[src/rtl/irrigation_pkg.sv]
// Shared types for the multi-zone irrigation controller:
// mode codes, zone state encoding and the sensor decode.
package irrigation_pkg;

    localparam logic [1:0] MODE_NONE     = 2'b00;
    localparam logic [1:0] MODE_ASP      = 2'b01;
    localparam logic [1:0] MODE_DRIP     = 2'b10;
    localparam logic [1:0] MODE_ASP_DRIP = 2'b11;

    typedef enum logic [1:0] {
        ZS_IDLE = 2'd0,
        ZS_WAIT = 2'd1,
        ZS_ASP  = 2'd2,
        ZS_DRIP = 2'd3
    } zone_state_e;

    function automatic logic [1:0] decode_mode(
        input logic t,
        input logic ua,
        input logic us
    );
        if (us)
            return MODE_NONE;
        else if (!ua)
            return MODE_ASP;
        else if (t)
            return MODE_DRIP;
        else
            return MODE_ASP_DRIP;
    endfunction

endpackage

[src/rtl/irrigation_zone_fsm.sv]
// One irrigation zone: decode, valve sequencing, seconds counter
// and the request/grant handshake for the shared sprinkler line.
import irrigation_pkg::*;

module irrigation_zone_fsm #(
    parameter int ASP_SECS = 22,
    parameter int SEC_W    = 5
) (
    input  logic       clk,
    input  logic       rst_n,
    input  logic       i_en,
    input  logic       i_tick,
    input  logic       i_t,
    input  logic       i_ua,
    input  logic       i_us,
    input  logic       i_grant,
    output logic       o_req,
    output logic       o_keep,
    output logic       o_asp,
    output logic       o_drip,
    output logic [1:0] o_mode
);

    localparam logic [SEC_W-1:0] SEC_LAST = SEC_W'(ASP_SECS - 1);

    zone_state_e      r_state;
    zone_state_e      w_nxt;
    logic [SEC_W-1:0] r_sec;
    logic [1:0]       r_mode;
    logic [1:0]       w_dec;

    assign w_dec = decode_mode(i_t, i_ua, i_us);

    always_comb begin
        w_nxt = r_state;
        if (!i_en) begin
            w_nxt = ZS_IDLE;
        end else begin
            unique case (r_state)
                ZS_IDLE: begin
                    if (w_dec == MODE_DRIP)
                        w_nxt = ZS_DRIP;
                    else if (w_dec == MODE_ASP || w_dec == MODE_ASP_DRIP)
                        w_nxt = ZS_WAIT;
                end
                ZS_WAIT: begin
                    if (i_us)
                        w_nxt = ZS_IDLE;
                    else if (i_grant)
                        w_nxt = ZS_ASP;
                end
                ZS_ASP: begin
                    // Soil-wet exit takes priority over the switch tick
                    if (i_us)
                        w_nxt = ZS_IDLE;
                    else if (r_mode == MODE_ASP_DRIP && i_tick &&
                             r_sec == SEC_LAST)
                        w_nxt = ZS_DRIP;
                end
                ZS_DRIP: begin
                    if (i_us)
                        w_nxt = ZS_IDLE;
                end
                default: w_nxt = ZS_IDLE;
            endcase
        end
    end

    always_ff @(posedge clk or negedge rst_n) begin
        if (!rst_n) begin
            r_state <= ZS_IDLE;
            r_sec   <= '0;
            r_mode  <= MODE_NONE;
        end else begin
            r_state <= w_nxt;
            if (r_state != ZS_ASP)
                r_sec <= '0;
            else if (i_tick)
                r_sec <= r_sec + 1'b1;
            if (r_state == ZS_IDLE || w_nxt == ZS_IDLE)
                r_mode <= w_dec;
        end
    end

    assign o_req  = (r_state == ZS_WAIT);
    assign o_keep = (w_nxt == ZS_WAIT) || (w_nxt == ZS_ASP);
    assign o_asp  = (r_state == ZS_ASP);
    assign o_drip = (r_state == ZS_DRIP);
    assign o_mode = r_mode;

endmodule

[src/rtl/irrigation_zone_controller.sv]
// Multi-zone irrigation controller: prescaler, round-robin sprinkler
// arbiter and ZONES zone FSMs. Optional: IRRIGATION_WATER_GUARD_EN.
import irrigation_pkg::*;

module irrigation_zone_controller #(
    parameter int ZONES    = 4,
    parameter int TICK_DIV = 50000000,
    parameter int ASP_SECS = 22,
    parameter int SEC_W    = 5
) (
    input  logic               clk,
    input  logic               rst_n,
    input  logic               init,
    input  logic [ZONES-1:0]   T,
    input  logic [ZONES-1:0]   Ua,
    input  logic [ZONES-1:0]   Us,
`ifdef IRRIGATION_WATER_GUARD_EN
    input  logic               water_ok,
    output logic               water_fault,
`endif
    output logic [2*ZONES-1:0] mode,
    output logic [ZONES-1:0]   asp_valve,
    output logic [ZONES-1:0]   drip_valve,
    output logic               asp_busy
);

    localparam int PW    = (TICK_DIV > 1) ? $clog2(TICK_DIV) : 1;
    localparam int PTR_W = (ZONES > 1) ? $clog2(ZONES) : 1;
    localparam logic [PW-1:0] PRE_LAST = PW'(TICK_DIV - 1);

    logic             w_en;
    logic             w_tick;
    logic [PW-1:0]    r_pre;
    logic [ZONES-1:0] w_req;
    logic [ZONES-1:0] w_keep;
    logic [ZONES-1:0] w_cand;
    logic [ZONES-1:0] w_gnt;
    logic             r_own_vld;
    logic [PTR_W-1:0] r_own;
    logic [PTR_W-1:0] r_ptr;
    logic             w_pick_vld;
    logic [PTR_W-1:0] w_pick;

`ifdef IRRIGATION_WATER_GUARD_EN
    logic r_fault;

    assign w_en        = init & water_ok;
    assign water_fault = r_fault;

    always_ff @(posedge clk or negedge rst_n) begin
        if (!rst_n)
            r_fault <= 1'b0;
        else if (!water_ok)
            r_fault <= 1'b1;
        else if (init)
            r_fault <= 1'b0;
    end
`else
    assign w_en = init;
`endif

    always_ff @(posedge clk or negedge rst_n) begin
        if (!rst_n)
            r_pre <= '0;
        else if (!w_en || r_pre == PRE_LAST)
            r_pre <= '0;
        else
            r_pre <= r_pre + 1'b1;
    end

    assign w_tick = w_en && (r_pre == PRE_LAST);

    // Only zones that will still be waiting next cycle may win
    assign w_cand = w_req & w_keep;

    always_comb begin
        logic [PTR_W-1:0] v_idx;
        v_idx      = '0;
        w_pick_vld = 1'b0;
        w_pick     = r_ptr;
        for (int i = 1; i <= ZONES; i++) begin
            v_idx = PTR_W'((int'(r_ptr) + i) % ZONES);
            if (!w_pick_vld && w_cand[v_idx]) begin
                w_pick_vld = 1'b1;
                w_pick     = v_idx;
            end
        end
    end

    always_ff @(posedge clk or negedge rst_n) begin
        if (!rst_n) begin
            r_own_vld <= 1'b0;
            r_own     <= '0;
            r_ptr     <= '0;
        end else if (!w_en) begin
            r_own_vld <= 1'b0;
        end else if (r_own_vld) begin
            if (!w_keep[r_own])
                r_own_vld <= 1'b0;
        end else if (w_pick_vld) begin
            r_own_vld <= 1'b1;
            r_own     <= w_pick;
            r_ptr     <= w_pick;
        end
    end

    always_comb begin
        w_gnt = '0;
        if (r_own_vld)
            w_gnt[r_own] = 1'b1;
    end

    for (genvar g = 0; g < ZONES; g++) begin : g_zone
        irrigation_zone_fsm #(
            .ASP_SECS (ASP_SECS),
            .SEC_W    (SEC_W)
        ) u_zone (
            .clk     (clk),
            .rst_n   (rst_n),
            .i_en    (w_en),
            .i_tick  (w_tick),
            .i_t     (T[g]),
            .i_ua    (Ua[g]),
            .i_us    (Us[g]),
            .i_grant (w_gnt[g]),
            .o_req   (w_req[g]),
            .o_keep  (w_keep[g]),
            .o_asp   (asp_valve[g]),
            .o_drip  (drip_valve[g]),
            .o_mode  (mode[2*g +: 2])
        );
    end

    assign asp_busy = |asp_valve;

endmodule

[config.mk]
export PLATFORM = sky130hd
export DESIGN_NAME = irrigation_zone_controller
export DESIGN_NICKNAME = d
export VERILOG_FILES = /design/src/rtl/irrigation_pkg.sv /design/src/rtl/irrigation_zone_fsm.sv /design/src/rtl/irrigation_zone_controller.sv
export SDC_FILE = /design/constraint.sdc
export NUM_CORES = 1
export LEC_CHECK = 0
export ABC_AREA = 1
export CORE_MARGIN = 10
export CORE_UTILIZATION = 55
export CTS_BUF_LIST = sky130_fd_sc_hd__clkbuf_4 sky130_fd_sc_hd__clkbuf_8
export DETAILED_ROUTE_END_ITERATION = 8
export GPL_TIMING_DRIVEN = 0
export PLACE_DENSITY_LB_ADDON = 0.05
export SLEW_MARGIN = 20
export SYNTH_ARGS = -nofsm -noshare
export SYNTH_HDL_FRONTEND = slang
export SYNTH_SLANG_ARGS = --single-unit
[constraint.sdc]
create_clock -name clk -period 2.6 [get_ports clk]
set_input_delay 0.78 -clock clk [delete_from_list [all_inputs] [get_ports clk]]
set_output_delay 0.78 -clock clk [all_outputs]
set_load 0.05 [all_outputs]
* Yosys cells after proc, flatten, opt, wreduce, memory -nomap -nowiden
Index checks and enable logic that the tools add are counted.
** Word-level totals
- Register bits :: 65
- Bits of input ports :: 15
- Output and inout port bits :: 17
- Logic and storage cells :: 204
** Operators by class
- Add/subtract/negate cells :: 9
- Magnitude comparators :: 6
- Eq/ne operators :: 45
- Multiplexer cells :: 82
- Bitwise gates (word level) :: 2
- Reductions and logical operators :: 45
** Operators with widths (count)
- 2-bit 2-to-1 mux :: 44
- 2-bit == test, second input constant :: 24
- 5-bit 2-to-1 mux :: 8
- 2-bit case mux with 4 select lines :: 4
- 26-bit by 1-bit adder with 26-bit output, second input constant :: 1
- 26-bit == test, second input constant :: 1
- 26-bit 2-to-1 mux :: 1
- 2-bit by 1-bit == test with 1-bit output, second input constant :: 12
- 5-bit by 1-bit adder with 5-bit output, second input constant :: 4
- 5-bit == test, second input constant :: 4
- 1-bit 2-to-1 mux :: 18
- 2-bit zero test :: 8
- 2-bit by 3-bit < comparator with 1-bit output, second input constant :: 5
- 1-bit logical AND :: 13
- 1-bit logical OR :: 13
- 1-bit binary-select mux with 2-bit select :: 5
- 2-bit != test, second input constant :: 4
- 2-bit nonzero test :: 4
- 2-bit by 1-bit adder with 2-bit output, second input constant :: 2
- 2-bit adder, second input constant :: 2
- 4-bit AND :: 1
- 1-bit zero test :: 4
- 4-bit 2-to-1 mux :: 1
- 4-bit AND reduction :: 1
- other kinds (5) :: 5

* Logic depth before layout (Yosys ltp)
Gate-level depths: netlist of the first run.
- Depth in word-level cells :: 27
- Depth in mapped cells :: 22
- Gate-level depth less buffers :: 22

* Hierarchy
A second synthesis of the first run with hierarchy kept.
** Unflattened totals
- Cell total of the unflattened synthesis :: 558
- Area, all modules :: 4157.7 um^2
** Modules (own cells, without submodules)
- irrigation_zone_fsm :: times used 4, cells an instance 68, area each 541.8 um^2
- irrigation_zone_controller :: times used 1, cells an instance 286, area each 1990.7 um^2

* Least setup slack after synthesis of the first run
OpenSTA, ideal clock, no wires.
- Path type :: input to register
- Start point :: input init
- End point :: register r_ptr[0]
- Library setup time :: 0.121 ns
- Data arrival time :: 2.375 ns
- Path slack :: 0.105 ns
- Cell stages on the path :: 16
- Buffers on the path :: 1
- Path through :: clkbuf_1 nand4_1 nand2_1 nand2_1 nand2_1 nand2_1 ha_1 nand2_1 nor2_1 nand2_1 nand3_1 nand2_1 nand3_1 nand3_1 nand2_1 o21ai_1
** On the way
- Cells in the longest elaborated chain, start to end :: 23
- Elaborated cells between the ends (all ways) :: 61
- Classes of those cells :: eq/ne: 8; mux: 31; bitwise: 1; reduce/logical: 21
** RTL lines
- from (decl) :: RTL line irrigation_zone_controller.sv:13 : input logic init,
- 1-bit logical AND :: RTL line irrigation_zone_controller.sv:71 : assign w_tick = w_en && (r_pre == PRE_LAST);
- 1-bit logical AND (2 in series) :: RTL line irrigation_zone_fsm.sv:56 : else if (r_mode == MODE_ASP_DRIP && i_tick &&
- 2-bit 2-to-1 mux :: RTL line irrigation_zone_fsm.sv:56
- 2-bit 2-to-1 mux :: RTL line irrigation_zone_fsm.sv:54 : if (i_us)
- 2-bit case mux with 4 select lines :: RTL line irrigation_zone_fsm.sv:39 : unique case (r_state)
- 2-bit 2-to-1 mux :: RTL line irrigation_zone_fsm.sv:36 : if (!i_en) begin
- 2-bit by 1-bit == test with 1-bit output / 2-bit == test (equally long branches) :: RTL line irrigation_zone_fsm.sv:86 : assign o_keep = (w_nxt == ZS_WAIT) || (w_nxt == ZS_ASP);
- 1-bit logical OR :: RTL line irrigation_zone_fsm.sv:86
- [6 not listed]
- 1-bit 2-to-1 mux :: RTL line irrigation_zone_controller.sv:83 : if (!w_pick_vld && w_cand[v_idx]) begin
- 1-bit zero test :: RTL line irrigation_zone_controller.sv:83
- 1-bit logical AND :: RTL line irrigation_zone_controller.sv:83
- 1-bit 2-to-1 mux :: RTL line irrigation_zone_controller.sv:83
- 1-bit zero test :: RTL line irrigation_zone_controller.sv:83
- 1-bit logical AND :: RTL line irrigation_zone_controller.sv:83
- 4-bit nonzero test (no source line) / 1-bit 2-to-1 mux (equally long branches)
- 4-bit AND reduction (no source line)
- to (signal assigned) :: RTL line irrigation_zone_controller.sv:103 : r_ptr <= w_pick;
- to (decl) :: RTL line irrigation_zone_controller.sv:40 : logic [PTR_W-1:0] r_ptr;
Parallel ways exist; a longest one is shown, timed or not. The select of a mux whose other input is x is not followed.
A chain may end at the register's enable or synchronous reset.

* Worst setup path after layout of the first run
- Start point :: register r_pre[0]
- End point :: register r_ptr[1]
** On the way
- Cells in the longest elaborated chain, start to end :: 24
- Elaborated cells between the ends (all ways) :: 62
- Classes of those cells :: eq/ne: 9; mux: 31; bitwise: 1; reduce/logical: 21
** RTL lines
- from (decl) :: RTL line irrigation_zone_controller.sv:33 : logic [PW-1:0] r_pre;
- from (signal assigned) :: RTL line irrigation_zone_controller.sv:68 : r_pre <= r_pre + 1'b1;
- 26-bit == test (*) :: RTL line irrigation_zone_controller.sv:71
- 1-bit logical AND (*) :: RTL line irrigation_zone_controller.sv:71
- 1-bit logical AND (2 in series) :: RTL line irrigation_zone_fsm.sv:56
- 2-bit 2-to-1 mux :: RTL line irrigation_zone_fsm.sv:56
- 2-bit 2-to-1 mux :: RTL line irrigation_zone_fsm.sv:54
- 2-bit case mux with 4 select lines :: RTL line irrigation_zone_fsm.sv:39
- 2-bit 2-to-1 mux :: RTL line irrigation_zone_fsm.sv:36
- 2-bit by 1-bit == test with 1-bit output / 2-bit == test (equally long branches) :: RTL line irrigation_zone_fsm.sv:86
- [7 not listed]
- 1-bit 2-to-1 mux :: RTL line irrigation_zone_controller.sv:83
- 1-bit zero test :: RTL line irrigation_zone_controller.sv:83
- 1-bit logical AND :: RTL line irrigation_zone_controller.sv:83
- 1-bit 2-to-1 mux :: RTL line irrigation_zone_controller.sv:83
- 1-bit zero test :: RTL line irrigation_zone_controller.sv:83
- 1-bit logical AND :: RTL line irrigation_zone_controller.sv:83
- 4-bit nonzero test (no source line) / 1-bit 2-to-1 mux (equally long branches)
- 4-bit AND reduction (no source line)
Every way passes the cells marked *; elsewhere a longest branch is shown, timed or not. The select of a mux whose other input is x is not followed.

==> out/results.tsv, run 1 <==
stage	metric	value	unit
setup_path	r2r_cells	21	
clock_tree	root_buffer	clkbuf_8	
logic_synthesis	ys_ff_latch	65	
clock_tree	path_clk_slew	0.08	ns
route	drc_errors	0	
setup_path	startpoint_type	flip-flop	
logic_synthesis	synth.distinct_cells	32	
setup_path	r2r_end	r_ptr[1]	
logic_synthesis	muxShareOfSynthArea	0.271	%
placement	hpwl	7160	µm
logic_synthesis	ys_seq_area_share	39.2	%
cells_and_area	diodes	0	
clock_tree	cts_tree	built	
power_and_ir_drop	power.density	663	mW/mm²
logic_synthesis	yosys.area_share.simple	36.1	%
clock_tree	cts_hold_buf	0	
placement	routabilityCongestion	0.930	
clock_tree	cts_buffers	9	
setup_path	arrival	2.87	ns
timing	post-route-period-util	99.5	%
worst_hold_path	min_path_type	in2async	
setup_path	rrSetupSlack	0.01	ns
logic_synthesis	synth_xor_area_share	5.06	%
cells_and_area	fillers	651	
logic_synthesis	synth-compound-area-share	6.21	%
setup_path	rr_startpoint	r_pre[0]	
setup_path	critical-path-top-delay-family	simple AND/OR/NAND/NOR gates	
setup_path	slowest_stage	dfrtp_1	
setup_path	criticalPathCategory	reg2reg	
logic_synthesis	async_reset_ff_share	100	%
clock_tree	cts_buffer_depth	2	
logic_synthesis	synth_top_area_share	39.2	%
global_routing	grt_usage	18.3	%
route	totalWireLength	10200	µm
timing	max_freq	0.387	GHz
route	avgRoutedWirePerCell	14.0	µm
power_and_ir_drop	power	3420	µW
route	firstDrtPassIters	5	
route	via_per_inst	5.25	
clock_tree	cts_sinks	65	
floorplan	ioPinCount	32	
global_routing	grt_start_max_net_pins	45	
global_routing	antenna_found_initial	0	
timing	finalSetupViolCount	0	
floorplan	row_count	31	
placement	dpl_cell_area	0.00461	mm²
run	maxCapViolCount	0	
logic_synthesis	synth-adder-area-share	5.12	%
floorplan	die_w	107	µm
logic_synthesis	synth_nets	599	
setup_path	max_stage_delay	0.40	ns
logic_synthesis	yosysTopAreaCell	dfrtp_1	
floorplan	die_y	107	µm
floorplan	start_util	56.9	%
timing	hold_viol_final	0	
timing	worstMarginPinSlew	0.514	ns
logic_synthesis	synthTopCellsByCount	147 x nand2_1, 75 x nor2_1, 65 x dfrtp_1, 57 x inv_1, 50 x nand3_1	
timing	finalMaxSlewViolations	0	
timing	finalClockSkew	0.00717	ns
setup_path	path_buf_inv	1	
cells_and_area	drive_above_1_share	18.9	%
clock_tree	h-tree-depth	3	
cells_and_area	area_delta_synth_final	24.4	%
outcome	status	complete, no violations	
setup_path	critPathCaptureType	flip-flop	
floorplan	dieArea	0.0114	mm²
logic_synthesis	yosysMostFrequentCell	nand2_1	
timing	rsz0062_at_grt	yes	
global_routing	grt_overflow	0	
cells_and_area	nets	658	
route	drtIter0Drc	187	
setup_path	cp_common_cell	nand2_1	
global_routing	first_global_vias	3650	
logic_synthesis	syn_area	0.00415	mm²
placement	io_buffers	31	
logic_synthesis	synth_top_family_by_area	simple AND/OR/NAND/NOR gates	
cells_and_area	utilization	70.8	%
cells_and_area	final_cell_area	0.00516	mm²
power_and_ir_drop	p_leak	0.00250	µW
logic_synthesis	yosys_warnings	0	
setup_path	cp.required	2.89	ns
clock_tree	clock_latency	0.35	ns
route	detail-route-antenna-nets	0	
power_and_ir_drop	peakVddDrop	0.000687	V
setup_path	crit_chain	ha_4 -> nand3_4 -> inv_2 -> nand2_2 -> nor2_4 -> nand4_1 -> nand2_1 -> nand2_1 -> nand2_1 -> nand2_1 -> ha_4 -> nand2_2 -> nor2_4 -> nand2_2 -> nand3_1 -> nand2_2 -> nand3_2 -> nand2_1 -> nor2_1 -> nand2_1 -> nand2_1	
logic_synthesis	yosys-top-cells-area	dfrtp_1 39%, nand2_1 13%, nor2_1 6.8%	
logic_synthesis	syn_inst	567	
global_routing	grt_pass1_wl	17100	µm
timing	slew_headroom	65.7	%
floorplan	design.core.area	0.00729	mm²
logic_synthesis	synth_ff_type	dfrtp_1	
timing	finalWorstPathRequiredPeriod	2.59	ns
setup_path	path_max_fanout	5	
route	num_vias	3836	
logic_synthesis	syn_area_per_cell	7.32	µm²
logic_synthesis	synth_edf_count	0	
## logic make-up (layout without fill, tap and decap cells)
| logic type | Yosys count | in the layout |
|---|---|---|
| and+or+nand+nor | 334 | 334 |
| buffers and inverters | 79 | 143 |
| DFF | 65 | 65 |
| AOI/OAI and AO/OA | 47 | 47 |
| xor gates and xnor gates | 24 | 24 |
| adders and majority gates | 17 | 17 |
| muxes | 1 | 1 |
## stage by stage
stage               TNS [ns]  hold slack, ns  setup slack, ns  std cells
finish                     0           0.311           0.0131        730
global route          -0.627           0.329           -0.248        730
CTS                        0           0.310         0.000952        723
detailed placement     -7.32           0.482           -0.957        698
global placement     -101.39           0.480            -1.46        697
floorplan                  0           0.455            0.105        567
## layout make-up
type                            instances  area, µm²  area share [%]
Buffer                                 12       93.8            1.82
Clock inverter                          6        115            2.23
Sequential cell                        65       1630            31.6
Multi-Input combinational cell        423       2340            45.2
Clock buffer                           10        138            2.67
Inverter                               66        248            4.80
Timing Repair Buffer                   49        475            9.21
Tap cell                               99        124            2.40
## what timing repair did
action | CTS | global route
setup buffers | 10 | 7
hold endpoints to repair | 0 | 0
gates resized for setup | 42 | 34
endpoints found under the setup margin | 17 | 8
pin swaps | 4 | 13
## sequential cells by signal, indices dropped and copies added (netlist names)
signal and count:
r_pre 26, r_own_vld 1, g_zone.u_zone.o_mode 8, g_zone.u_zone.r_sec 20, g_zone.u_zone.r_state 8, r_ptr 2
## worst max-delay path by stage
stage | startpoint | to | slack [ns] | cells past startpoint
final | r_pre[0] | r_ptr[1] | 0.01 | 21
after global routing | r_pre[0] | r_ptr[1] | -0.25 | 21
after detailed placement | init | r_ptr[1] | -0.96 | 18
after global placement | rst_n | g_zone[2].u_zone.r_sec[0] | -1.46 | 1
after CTS | g_zone[2].u_zone.r_state[1] | asp_busy | 0.001 | 4
after floorplan | init | r_ptr[0] | 0.10 | 16
## cell usage in the layout (no fill, tap or decap), types with 5 or more instances in the layout
cell type        instances
nand3_1                 49
xor2_1                  17
o21ai_1                  9
nor3_1                  12
buf_4                   28
nor2_2                  10
o21ai_0                 10
inv_1                   51
nand3b_1                15
dfrtp_2                  5
nand2_2                 19
nor2_1                  65
dfrtp_1                 60
inv_2                   15
nand2_1                134
nand4_1                 14
ha_1                    13
clkdlybuf4s50_1         19
clkbuf_8                11
a21oi_1                 17
xnor2_1                  7
## metal layers
layer | wire length (µm) | GRT usage (%) | share of wire [%] | vias to the layer above
li1 | - | - | - | 1936
met2 | 4710 | 29.2 | 46 | 91
met3 | 559 | 4.43 | 5.5 | 15
met5 | 0 | 0 | 0 | -
met1 | 4750 | 23.8 | 46 | 1794
met4 | 198 | 6.09 | 1.9 | 0
## power breakdown
part	leakage [µW]	internal, µW	total (µW)	switching (µW)
combinational	0.00150	413	1120	711
clock	0.000123	667	1100	436
sequential	0.000874	1090	1200	108
total	0.00250	2170	3420	1250
Power figures use the tool's default switching activity.
==> run 2, diff against run 1 <==
Settings changed: PLACE_DENSITY set to 0.79, PLACE_DENSITY_LB_ADDON 0.05 to unset.
==> run 2 against run 1 <==
  * The flow now finishes with violations (setup timing)
  * Total power grew 1.3%
  * Critical path type is now reg2out
  * Sequential power is essentially flat
  * Final area shrank 0.34%
  * Hold slack lost 0.0071 ns
  * Critical endpoint is now asp_valve[1]
  * Highest routed layer unchanged
  * Flip-flop and latch count is the same
  * Clock-buffer cell count is the same
  * Non-clock buffer count shrank 5
  * Utilization shrank 0.24 points
  * Largest power group is now combinational logic
  * Clock skew grew 0.0020 ns
  * Cell count shrank 0.68%
  * Critical path depth shrank 17
==> out/results.tsv, run 2 (synthesis gave the netlist of run 1 again) <==
stage	metric	value	unit	change
setup_path	r2r_end	r_ptr[0]		
placement	dpl_cell_area	0.00461	mm²	unchanged
clock_tree	cts_hold_buf	0		unchanged
floorplan	design.core.area	0.00729	mm²	unchanged
cells_and_area	area_delta_synth_final	23.9	%	
global_routing	first_global_vias	3928		+7.6%
cells_and_area	largest_register_ffs	26		unchanged
route	drc_errors	0		unchanged
timing	max_freq	0.380	GHz	-1.6%
global_routing	grt_pass1_wl	17700	µm	+3.3%
route	drtIter0Drc	187		unchanged
timing	finalWorstPathRequiredPeriod	2.63	ns	+0.0416 ns
timing	finalSetupViolCount	3		+3
cells_and_area	diodes	0		unchanged
setup_path	rr_startpoint	r_ptr[1]		
timing	hold_viol_final	0		unchanged
clock_tree	root_buffer	clkbuf_8		
run	maxCapViolCount	0		unchanged
outcome	status	complete, but fails checks		
clock_tree	clock_latency	0.36	ns	about the same
placement	post-place-ws	-0.954	ns	+0.00307 ns
global_routing	antenna_found_initial	0		unchanged
power_and_ir_drop	p_sw_share	39.0	%	+2.4 points
global_routing	grt_overflow	0		unchanged
cells_and_area	drive_above_1_share	18.7	%	-0.17 points
placement	hpwl	7540	µm	+5.4%
setup_path	slowest_stage	dfrtp_1		
clock_tree	cts_sinks	65		unchanged
route	detail-route-antenna-nets	0		unchanged
global_routing	grt_usage	18.8	%	+0.48 points
timing	post-route-period-util	101	%	+1.6 points
worst_hold_path	min_path_type	in2async		
cells_and_area	fillers	626		-3.8%
route	via_per_inst	5.44		+3.5%
setup_path	rrSetupSlack	-0.02	ns	-0.03 ns
placement	routabilityCongestion	0.984		+5.8%
timing	finalClockSkew	0.00913	ns	+0.00196 ns
cells_and_area	final_cell_area	0.00514	mm²	-0.34%
floorplan	ioPinCount	32		unchanged
setup_path	criticalPathCategory	reg2out		
timing	worstMarginPinSlew	0.521	ns	+0.00696 ns
power_and_ir_drop	power_frac_seq	34.6	%	-0.3 points
setup_path	cp.required	1.82	ns	-1.07 ns
setup_path	startpoint_type	flip-flop		
floorplan	start_util	56.9	%	unchanged
power_and_ir_drop	peakVddDrop	0.000627	V	-8.7%
clock_tree	cts_tree	built		
clock_tree	path_clk_slew	0.08	ns	about the same
cells_and_area	reg.largest.list	r_pre: 26 flops, g_zone.u_zone.r_sec: 20 flops		
timing	worst_slack	-0.0285	ns	-0.0416 ns
cells_and_area	seq_area	0.00163	mm²	-0.31%
power_and_ir_drop	p_comb_share	36.5	%	+3.7 points
setup_path	max_stage_delay	0.45	ns	+0.05 ns
floorplan	dieArea	0.0114	mm²	unchanged
placement	io_buffers	31		unchanged
setup_path	crit_chain	inv_1 -> nor2_2 -> buf_4 -> clkdlybuf4s15_2		
timing	finalMaxSlewViolations	0		unchanged
timing	hold_ws	0.304	ns	-0.00710 ns
setup_path	r2r_cells	16		-24%
power_and_ir_drop	p_switching	1350	µW	+7.8%
power_and_ir_drop	clkPwrFrac	28.9	%	-3.3 points
cells_and_area	layout_commonest_cell	nand2_1		
route	totalWireLength	10700	µm	+4.6%
cells_and_area	multi_input_area	0.00239	mm²	+2.2%
power_and_ir_drop	power.density	674	mW/mm²	+1.6%
global_routing	grt_start_max_net_pins	45		unchanged
power_and_ir_drop	p_leak	0.00250	µW	about the same
setup_path	path_max_fanout	8		+3
cells_and_area	top_register	r_pre		
floorplan	die_w	107	µm	unchanged
timing	slew_headroom	65.2	%	-0.52 points
clock_tree	h-tree-depth	3		unchanged
floorplan	row_count	31		unchanged
route	num_vias	3943		+2.8%
clock_tree	cts_buffers	9		unchanged
cells_and_area	layout_common_cells	132 x nand2_1, 66 x nor2_1, 64 x dfrtp_1		
setup_path	critPathCaptureType	output pin		
setup_path	arrival	1.85	ns	-1.02 ns
route	firstDrtPassIters	4		-1
clock_tree	cts_buffer_depth	2		unchanged
route	avgRoutedWirePerCell	14.8	µm	+5.3%
timing	rsz0062_at_grt	yes		
floorplan	die_y	107	µm	unchanged
power_and_ir_drop	internal-power	2110	µW	-2.5%
cells_and_area	nets	653		-0.76%
outcome	violations	setup timing		
run 2: cell types whose count changed in the layout (fill, tap and decap cells not counted), sizes merged:
cell and change:
buf -5, dlygate4sd2 +2, clkbuf -1, clkdlybuf4s50 -1
inv +1, bufinv -1
run 2: how the worst max path moves through the flow:
stage,startpoint,end,depth (start not counted)
after floorplan,init,r_ptr[0],16
after global placement,rst_n,r_ptr[1],1
after detailed placement,init,r_ptr[0],17
after CTS,g_zone[3].u_zone.r_state[1],asp_busy,4
after global routing,r_ptr[1],r_ptr[1],17
final,g_zone[1].u_zone.r_state[1],asp_valve[1],4
run 2: worst max-delay path: cells and delay by family (launching register included):
family	cells	cell delay [ns]
flops	1	0.45
buf+inv	3	0.68
simple gates	1	0.36
run 2: layout make-up:
type | instances | share of cell area, %
inverters | 66 | 4.86
plain buffers | 12 | 1.82
repair buffers | 44 | 8.44
clock inverters | 6 | 1.75
well taps | 99 | 2.41
clock buffers | 10 | 2.68
multi-input cells | 423 | 46.4
flip-flops and latches | 65 | 31.6
run 2: per-layer routing:
metal	vias up	part of all wire (%)	global-route usage [%]	routed length (µm)
met5	-	0	0	0
met4	0	2.8	9.28	300
met3	31	4.7	4.25	504
met2	95	49	31.7	5290
met1	1879	43	22.0	4600
li1	1938	-	-	-
run 2: per-stage QoR:
| step | util (%) | setup TNS [ns] | std cells | power [µW] |
|---|---|---|---|---|
| finish | 70.6 | -0.0673 | 725 | 3470 |
| global route | 70.6 | -0.561 | 725 | 3650 |
| CTS | 67.6 | 0 | 719 | 3270 |
| detailed placement | 63.2 | -6.97 | 698 | 2220 |
| global placement | 62.9 | -97.06 | 697 | 2180 |
| floorplan | - | 0 | 567 | 1920 |
run 2: timing repair:
action,CTS,global route
gates resized for setup,42,46
hold endpoints to repair,0,0
pin swaps,3,18
endpoints found under the setup margin,14,8
setup buffers,6,7
run 2: power by group through the flow:
stage	Clock, µW	Sequential [µW]	Combinational [µW]
after floorplan	0	1240	675
after global placement	0	1200	983
after detailed placement	0	1200	1020
after CTS	1020	1190	1060
after global routing	1060	1210	1380
final	1000	1200	1270
==> patch, RTL diff (settings of run 2) <==
Build with the macro `IRRIGATION_WATER_GUARD_EN` defined.
--- a/src/rtl/irrigation_zone_controller.sv
+++ b/src/rtl/irrigation_zone_controller.sv
@@ -1,5 +1,7 @@
 // Multi-zone irrigation controller: prescaler, round-robin sprinkler
 // arbiter and ZONES zone FSMs. Optional: IRRIGATION_WATER_GUARD_EN.
+`define IRRIGATION_WATER_GUARD_EN
+
 import irrigation_pkg::*;
 
 module irrigation_zone_controller #(
Ports: changed (added water_fault and water_ok); port bits go from 32 to 34. No check against the original RTL was run, so the function may have changed too.
==> patch against run 2 <==
The run ends with DRC, setup timing left. Synthesized area is 3.2% higher. Cell area is 2.4% higher. Sequential cell count is 1 higher. Worst setup slack better by 0.0021 ns. Hold slack better by 0.011 ns. Combinational power is 36% lower. Wire length is 1.2% higher. Total power is 19% lower. Critical path type is now primary input to flip-flop. Critical endpoint is now r_own_vld. Highest routed layer unchanged.
==> patch: results <==
[status]
outcome = finished, violations left
violations = DRC, setup timing

[clock_network]
cts.repair.resized = 39

[logic_synthesis]
ys_seq_area_share_pct = 38.6
netlist_top_cells_area = dfrtp_1 39%, nand2_1 13%, inv_1 7.3%
synth_compound_area_share_pct = 6.31
synth_nets = 631
ys_ff_latch = 66
synth_xor_area_share_pct = 4.70

[finish]
fillCellCount = 605
nClkBuffers = 11
seq_area_mm2 = 0.00165
num-multi-input-gates = 431
multi_input_area_share_pct = 46.0

[place]
dp_hpwl_mm = 7.67
io_buffers = 33

[detailed_routing]
drc = 1
vias_per_cell = 5.29
dr_wl_met2_mm = 5.55

[setup_path]
crit_start = init

[global_route]
grt_use_met1_pct = 22.7
grt_pass1_vias = 4021

[power_and_ir_drop]
vdd_drop_max_mv = 0.713
comb_power_share_pct = 28.9

[timing]
setup_viol = 3
setup_ws_ns = -0.0264
==> patch: cell types whose count changed after synthesis, sizes merged, moves of 4 or more <==
cell	change
inv	+22
nand3b	-14
nor2	+10
nand2	+7
o21ai	+5
a21oi	+4
xnor2	-4
==> patch: worst reg2reg max path, delay by kind of cell, from the launching register on <==
family                     cells  cell delay (ns)
adders and majority gates      2             0.42
buffers and inverters          2             0.15
DFF                            1             0.41
and+or+nand+nor               16             1.54
==> patch: through the flow <==
| step | total power (W) | util, % | worst slack (ns) | std cells | hold slack (ns) |
|---|---|---|---|---|---|
| finish | 0.00282 | 68.9 | -0.0264 | 760 | 0.315 |
| CTS | 0.00265 | 66.5 | 0.00579 | 755 | 0.315 |
| global route | 0.00296 | 68.9 | -0.198 | 760 | 0.323 |
| floorplan | 0.00155 | - | 0.0376 | 598 | 0.451 |
| global placement | 0.00171 | 62.1 | -1.47 | 733 | 0.477 |
| detailed placement | 0.00173 | 62.4 | -0.948 | 734 | 0.489 |
